### src/rtl/counter_event_capture_if.sv
// Event drain channel from the capture block to its consumer.
// valid/ready: a record transfers on a rising clk edge where ev_valid and
// ev_ready are both high. While ev_valid is high and ev_ready is low, ev_data
// holds steady. While ev_valid is low, ev_ready has no effect.
interface counter_event_capture_if #(
    parameter int WIDTH = 16
);
    logic             ev_valid;
    logic [WIDTH+1:0] ev_data;
    logic             ev_ready;

    modport master (output ev_valid, output ev_data, input ev_ready);
    modport slave  (input ev_valid, input ev_data, output ev_ready);
endinterface

### src/rtl/counter_event_capture.sv
// Monitors an upstream counter for compare-match, rollover and clear events.
// Each detected event becomes a tagged record {type, count} in a small FIFO
// that is drained over the valid/ready channel in ev.
module counter_event_capture #(
    parameter int WIDTH = 16,
    parameter int DEPTH = 4
) (
    input  logic                  clk,
    input  logic                  reset,
    input  logic [WIDTH-1:0]      count,
    input  logic [WIDTH-1:0]      cmp_value,
    input  logic                  cmp_load,
    counter_event_capture_if.master ev,
    output logic                  match_pulse,
    output logic                  overflow,
    input  logic                  clear_ovf
);
    localparam int AW = $clog2(DEPTH);

    logic [WIDTH-1:0] prev_count;
    logic             prev_valid;
    logic [WIDTH-1:0] cmp_reg;
    logic [WIDTH+1:0] mem [DEPTH];
    logic [AW:0]      wr_ptr;
    logic [AW:0]      rd_ptr;

    logic       changed;
    logic       ro;
    logic       cl;
    logic       m;
    logic       push;
    logic       pop;
    logic       full;
    logic       empty;
    logic       push_ok;
    logic [1:0] ev_type;

    // Event detection against the previous sample; gated until the first sample is held.
    assign changed = prev_valid && (count != prev_count);
    assign ro      = changed && (prev_count == {WIDTH{1'b1}}) && (count == '0);
    assign cl      = changed && (count == '0) && !ro;
    assign m       = changed && (count == cmp_reg);
    assign push    = ro || m || cl;

    // Rollover dominates; the low bit of a rollover record carries the match flag.
    assign ev_type = ro ? {1'b1, m} : (m ? 2'b01 : 2'b00);

    // Extra pointer MSB distinguishes full from empty when the indices coincide.
    assign empty   = (wr_ptr == rd_ptr);
    assign full    = (wr_ptr[AW] != rd_ptr[AW]) && (wr_ptr[AW-1:0] == rd_ptr[AW-1:0]);
    assign pop     = !empty && ev.ev_ready;
    // A pop in the same cycle frees the slot the write lands in.
    assign push_ok = push && (!full || pop);

    assign ev.ev_valid = !empty;
    assign ev.ev_data  = mem[rd_ptr[AW-1:0]];

    // Previous-sample register and its valid flag.
    always_ff @(posedge clk or negedge reset) begin
        if (!reset) begin
            prev_count <= '0;
            prev_valid <= 1'b0;
        end else begin
            prev_count <= count;
            prev_valid <= 1'b1;
        end
    end

    // Compare register; a newly loaded value takes effect the cycle after the load.
    always_ff @(posedge clk or negedge reset) begin
        if (!reset) begin
            cmp_reg <= '0;
        end else if (cmp_load) begin
            cmp_reg <= cmp_value;
        end
    end

    // FIFO storage and pointers.
    always_ff @(posedge clk or negedge reset) begin
        if (!reset) begin
            for (int i = 0; i < DEPTH; i++) begin
                mem[i] <= '0;
            end
            wr_ptr <= '0;
            rd_ptr <= '0;
        end else begin
            if (push_ok) begin
                mem[wr_ptr[AW-1:0]] <= {ev_type, count};
                wr_ptr              <= wr_ptr + 1'b1;
            end
            if (pop) begin
                rd_ptr <= rd_ptr + 1'b1;
            end
        end
    end

    // One-cycle match pulse, independent of FIFO acceptance.
    always_ff @(posedge clk or negedge reset) begin
        if (!reset) begin
            match_pulse <= 1'b0;
        end else begin
            match_pulse <= m;
        end
    end

    // Sticky drop flag; a drop in the same cycle wins over a clear.
    always_ff @(posedge clk or negedge reset) begin
        if (!reset) begin
            overflow <= 1'b0;
        end else if (push && !push_ok) begin
            overflow <= 1'b1;
        end else if (clear_ovf) begin
            overflow <= 1'b0;
        end
    end
endmodule

### src/flat_wrapper.sv
// flat-port wrapper written by rule: the top's interface ports become plain ports
module counter_event_capture_flat 
#(
    parameter int WIDTH = 16,
    parameter int DEPTH = 4
)
  (clk, reset, count, cmp_value, cmp_load, match_pulse, overflow, clear_ovf, ev_ev_valid, ev_ev_data, ev_ev_ready);
  counter_event_capture_if #(.WIDTH(WIDTH)) ev_i ();
  input  logic clk;
  input  logic reset;
  input  logic [WIDTH-1:0] count;
  input  logic [WIDTH-1:0] cmp_value;
  input  logic cmp_load;
  output logic match_pulse;
  output logic overflow;
  input  logic clear_ovf;
  output wire logic [$bits(ev_i.ev_valid)-1:0] ev_ev_valid;
  output wire logic [$bits(ev_i.ev_data)-1:0] ev_ev_data;
  input wire logic [$bits(ev_i.ev_ready)-1:0] ev_ev_ready;
  assign ev_ev_valid = ev_i.ev_valid;
  assign ev_ev_data = ev_i.ev_data;
  assign ev_i.ev_ready = ev_ev_ready;
  counter_event_capture #(.WIDTH(WIDTH), .DEPTH(DEPTH)) u_core (.clk(clk), .reset(reset), .count(count), .cmp_value(cmp_value), .cmp_load(cmp_load), .ev(ev_i), .match_pulse(match_pulse), .overflow(overflow), .clear_ovf(clear_ovf));
endmodule
### config.mk
export PLATFORM = sky130hd
export DESIGN_NAME = counter_event_capture_flat
export DESIGN_NICKNAME = d
export VERILOG_FILES = /design/src/rtl/counter_event_capture_if.sv /design/src/rtl/counter_event_capture.sv /design/src/flat_wrapper.sv
export SDC_FILE = /design/constraint.sdc
export NUM_CORES = 1
export LEC_CHECK = 0
export BUFFER_PORTS_ARGS = -buffer_cell sky130_fd_sc_hd__buf_2
export CELL_PAD_IN_SITES_DETAIL_PLACEMENT = 1
export CELL_PAD_IN_SITES_GLOBAL_PLACEMENT = 1
export CORE_MARGIN = 1
export CORE_UTILIZATION = 47
export CTS_CLUSTER_SIZE = 8
export DETAILED_ROUTE_END_ITERATION = 7
export MAX_ROUTING_LAYER = met4
export PLACE_DENSITY = 0.85
export SETUP_SLACK_MARGIN = 0.5
export SYNTH_ARGS = -nofsm -noshare
export SYNTH_HDL_FRONTEND = slang
export SYNTH_SLANG_ARGS = --single-unit
### constraint.sdc
create_clock -name clk -period 2.9 [get_ports clk]
set_input_delay 0.435 -clock clk [delete_from_list [all_inputs] [get_ports clk]]
set_output_delay 0.435 -clock clk [all_outputs]
set_load 0.05 [all_outputs]
**Yosys cells after proc, flatten, opt, wreduce, memory -nomap -nowiden**

Cells that the tools add are included.

- Add/subtract/negate cells: 2
- Magnitude comparators: 3
- Equal/unequal tests: 6
- Multiplexer cells: 10
- Bitwise logic cells: 2
- Reductions and logical operators: 20

Operators by type and width:

| kind | count |
|---|---|
| 72-bit bitwise mux | 1 |
| 18-bit two-way mux | 3 |
| 18-bit binary-select mux with 2-bit select | 1 |
| 18-bit demux with 2-bit select | 1 |
| 16-bit equality test | 1 |
| 16-bit equality test, second input constant | 1 |
| 16-bit logical NOT | 1 |
| 16-bit != test | 1 |
| 1-bit logical AND | 11 |
| 3-bit by 1-bit adder with 3-bit output, second input constant | 2 |
| 3-bit greater-or-equal comparator, second input constant | 2 |
| 2-bit inverter with 3-bit output | 2 |
| 1-bit logical NOT | 4 |
| 3-bit equality test | 1 |
| 1-bit logical OR | 3 |
| 3-bit by 1-bit less-than comparator with 1-bit output, second input constant | 1 |
| 1-bit two-way mux | 3 |
| 2-bit equality test | 1 |
| 2-bit two-way mux | 1 |
| 2-bit nonzero test | 1 |
| 1-bit != test | 1 |

- Register bits: 113
- Output and inout bits: 21
- Word-level logic and storage cells: 54

**Logic depth before layout (Yosys ltp)**

- Word-level depth: 11
- Depth in mapped cells: 7
- Depth with buffers taken out: 5

**Worst setup path after synthesis**

Ideal clock, no wire load.

- Path kind: input to register
- Start: input port count[3]
- End: register u_core.mem[10] (netlist name)
- Setup time: 0.125 ns
- Arrival: 2.475 ns
- Path slack: 0.300 ns
- Stages on the path: 6
- Buffers on the path: 2
- Cell sequence: buf_2 -> nor4_1 -> nand4_2 -> a2111oi_4 -> buf_8 -> mux2_4

- Cells in the longest elaborated chain, start to end: 8

RTL lines:

| item | line | source |
|---|---|---|
| from (decl) | flat_wrapper.sv:11 | `input logic [WIDTH-1:0] count;` |
| 16-bit != test | counter_event_capture.sv:39 | `assign changed = prev_valid && (count != prev_count);` |
| 1-bit logical AND | counter_event_capture.sv:39 |  |
| 1-bit logical AND (2 in a row) | counter_event_capture.sv:40 | `assign ro = changed && (prev_count == {WIDTH{1'b1}}) && (count == '0);` |
| 1-bit logical NOT | counter_event_capture.sv:41 | `assign cl = changed && (count == '0) && !ro;` |
| 1-bit logical AND | counter_event_capture.sv:41 |  |
| 1-bit logical OR (*) | counter_event_capture.sv:43 | `assign push = ro \|\| m \|\| cl;` |
| 1-bit logical AND (*) | counter_event_capture.sv:53 | `assign push_ok = push && (!full \|\| pop);` |
| to (signal, indexed assignment) | counter_event_capture.sv:88 | `mem[wr_ptr[AW-1:0]] <= {ev_type, count};` |
| to (decl) | counter_event_capture.sv:23 | `logic [WIDTH+1:0] mem [DEPTH];` |

Every way passes the cells marked *; elsewhere a longest branch is shown, timed or not.
A chain may end at the register's enable or synchronous reset.

**Worst setup path in the final report**

- Start: register u_core.cmp_reg[15]
- End: register u_core.mem[68] (netlist name)

- Cells in the longest elaborated chain, start to end: 5

RTL lines:

| item | line | source |
|---|---|---|
| from (decl) | counter_event_capture.sv:22 | `logic [WIDTH-1:0] cmp_reg;` |
| from (signal assigned) | counter_event_capture.sv:74 | `cmp_reg <= cmp_value;` |
| 16-bit equality test | counter_event_capture.sv:42 | `assign m = changed && (count == cmp_reg);` |
| 1-bit logical AND | counter_event_capture.sv:42 |  |
| 1-bit logical OR (2 in a row) | counter_event_capture.sv:43 |  |
| 1-bit logical AND | counter_event_capture.sv:53 |  |

No other way between the ends.

==> summary.md <==
| Metric | Value |
|---|---|
| Number of global-route vias before repair | 3597 |
| Overall via count from detail_route | 3132 |
| Yosys Warn Count | 0 |
| Combinational power share | approximately 15% |
| Final worst-path cycle share | between 80% and 90% |
| Total die area | between 10000 and 15000 um^2 |
| Number of placed cells counting well taps | 528 |
| Relative contribution of sequential cells to total power | 39.1% |
| HPWL after detailed placement | 8101 um |
| Area of the mapped netlist | roughly 5300 um^2 |
| Sequential cell area | 2829 um^2 |
| DR vias/cell | 5.543 |
| Antenna violations before repair | 0 |
| TritonRoute pass-1 iters | 4 |
| Net total in the final layout | about 460 |
| Count of non-filler cells in the finished layout | between 500 and 600 |
| Signal arrival time at the worst endpoint | 2.80 ns |
| Static leakage | a little over 3 nW |
| Proportion of synthesized chip area in sequential cells | 53.55% |
| Number of diodes added for antenna fixing | 0 |
| Pwr Density | about 670 nW/um^2 |
| Routed Antenna Nets | 0 |
| Worst-path clk slew | about 0.06 ns |
| Class of the most critical setup path | flop to flop |
| Number of fill cells | slightly above 1000 |
| Maximum number of pins on one net before global-route repair | 65 |
| Number of standard-cell rows in the floorplan | 38 |
| Number of input and output port buffers inserted | 57 |
| Net switching fraction of the power | 26.37% |
| CTS tree | built |
| Clock root buffer | clkbuf_8 |
| Int Power | 0.003189 W |
| Result of the run | completed |
| Worst R2R Start | u_core.cmp_reg[15] |
| Max reg flops | 72 |
| Total congestion overflow | 0 |
| Number of CTS-inserted buffers | 17 |
| Yosys top cell by area | dfrtp_1 |
| DRC Markers | 0 |
| Global-route wire length before repair | 20850 um |
| Maximum level of the CTS H-tree | 4 |
| Reg-to-reg setup timing slack | a little over 0.5 ns |
| Slew Limit Fails | 0 |
| Area contributors post-synth | dfrtp_1, mux2_2, mux4_2 |
| Area of combinational cells with multiple inputs | 2349 um^2 |
| RSZ-0062 raised after global routing | yes |
| Worst rel slew slack | 66.21% |
| Synthesized flop and latch total | 113 |
| Drt initial violations | 140 |
| Clock Power Share | 45.8% |
| Final critical delay including setup and external delays | approximately 2.4 ns |
| EDFF count, synth | 0 |
| Crit-path max FO | 10 |
| Worst hold path startpoint | count[4] |
| Post-synthesis to final-layout area growth | 22.80% |
| Vert. Die Dim | 108.0 um |
| Final setup violating endpoints | 0 |
| Final Hold Slack | 0.1259 ns |
| Clock Skew | 0.01316 ns |
| Fin. Hold Viols | 0 |
| Hold/Removal Path Class | primary input to flop |
| Slew of the pin with the lowest slew margin | slightly above 0.5 ns |
| Synth unique cells | 34 |
| List of most frequent post-synthesis cells | dfrtp_1, mux2_2, mux2_1 |
| Critical path launch point | u_core.cmp_reg[15] |
| Share of cells above drive strength 1 | 51.53% |
| Synthesized Nets | 384 |
| Die X | 108.0 um |
| Post-synth top area share | a little over half |
| Setup Total Neg Slack | 0 ns |
| Proportion of synthesized flip-flops having asynchronous set or reset | 100.0% |
| Kind of capture point of the worst setup path | flop |
| Routed len/inst | 22.67 um |
| GRT Overall Usage | 25.87% |
| Ys flop type | dfrtp_1 |
| Startpoint class of the critical path | flop |
| Detailed Route WL | 12810 um |
| Worst path required time | 3.31 ns |
| Clock net sink count | 113 |
| Max clock buf depth | 2 |
| Most instantiated library cell after synthesis | dfrtp_1 |
| Achievable clock frequency | 419.4 MHz |
| VDD IR-drop max | between 0.4 and 0.5 mV |
| Top Ports | 58 |
| Core footprint | roughly 11000 um^2 |
| Post-synthesis cell count | 342 |
| Placer Congestion | between 0.7 and 0.8 |
| Syn avg cell area | 15.44 um^2 |
| Initial core utilization | a little under 50% |
| Source-to-sink clock delay at the later pin of the worst-skew pair | 0.54 ns |
| Switch Pwr | approximately 0.0011 W |
| Maximum capacitance violations | 0 |
through the flow:
stage	total power [W]	setup slack, ns	util [%]	instance area [um^2]
after floorplan	0.002137	0.3160	-	5398
final	0.004332	0.5154	59.55	6484
after CTS	0.004349	0.4953	59.06	6430
after global placement	0.002305	0.3056	53.23	5796
after detailed placement	0.002335	0.2674	53.23	5796
after global routing	0.004466	0.4318	59.55	6484
cells in the final DEF, fill, tap and decap left out, types with 9 or more instances in the layout:
master and count:
buf_6 9, mux4_2 18, buf_4 12, clkbuf_16 16
dfrtp_1 112, mux2_2 49, xor2_1 15, xnor2_1 22
inv_1 16, buf_2 56, mux2_4 27
critical path: stages (launching register included):
cell and delay (ns):
dfrtp_1 0.41, xor2_2 0.20, nor4_4 0.34, nand4_4 0.26
a2111oi_4 0.46, buf_6 0.25, mux2_1 0.34
final timing paths:
path / endpoint / cells past startpoint
max in group asynchronous: u_core.rd_ptr[0] / 3
setup reg to reg: u_core.mem[68] / 6
min in group asynchronous: u_core.cmp_reg[12] / 2
setup / recovery: u_core.mem[68] / 6
hold / removal: u_core.prev_count[4] / 1
hold reg to reg: u_core.mem[20] / 1
cell type report:
| class | instances | share of cell area [%] |
|---|---|---|
| flip-flops and latches | 113 | 43.63 |
| clock buffers | 23 | 7.198 |
| repair buffers | 80 | 8.047 |
| inverters | 16 | 0.9263 |
| clock inverters | 6 | 1.274 |
| well taps | 140 | 2.702 |
| multi-input cells | 187 | 36.22 |
kinds of logic (layout without fill, tap and decap cells):
family	count (synthesis)	in the layout	share of synthesized area [%]
muxes	108	108	27.18
xor gates and xnor gates	39	39	6.469
DFF	113	113	53.55
other	1	1	0.07102
and+or+nand+nor	26	26	4.242
buffers and inverters	42	125	4.289
adders and majority gates	5	5	1.185
AOI/OAI and AO/OA	8	8	3.010
layer usage:
metal	vias up	part of all wire [%]	GRT usage [%]
met3	16	3.2	6.932
li1	1357	-	-
met1	1688	43	30.83
met2	71	52	42.68
met4	0	1.5	8.513
met5	-	0	-
power groups by stage:
stage	Clock, W	Combinational [W]	Sequential, W
CTS	0.00200	0.000662	0.00169
finish	0.00198	0.000656	0.00169
floorplan	0	0.000437	0.00170
global placement	0	0.000600	0.00171
global route	0.00206	0.000702	0.00170
detailed placement	0	0.000625	0.00171
what timing repair did:
action / 4_1_cts / 5_1_grt
gates resized for setup: 11 / 7
buffers inserted: 3 / 4
hold endpoints to repair: 9 / 0
setup endpoints to repair: 64 / 70
pin swaps: 4 / 3
hold buffers: 1 / 0
No activity file was read; power rests on OpenSTA's default activity.
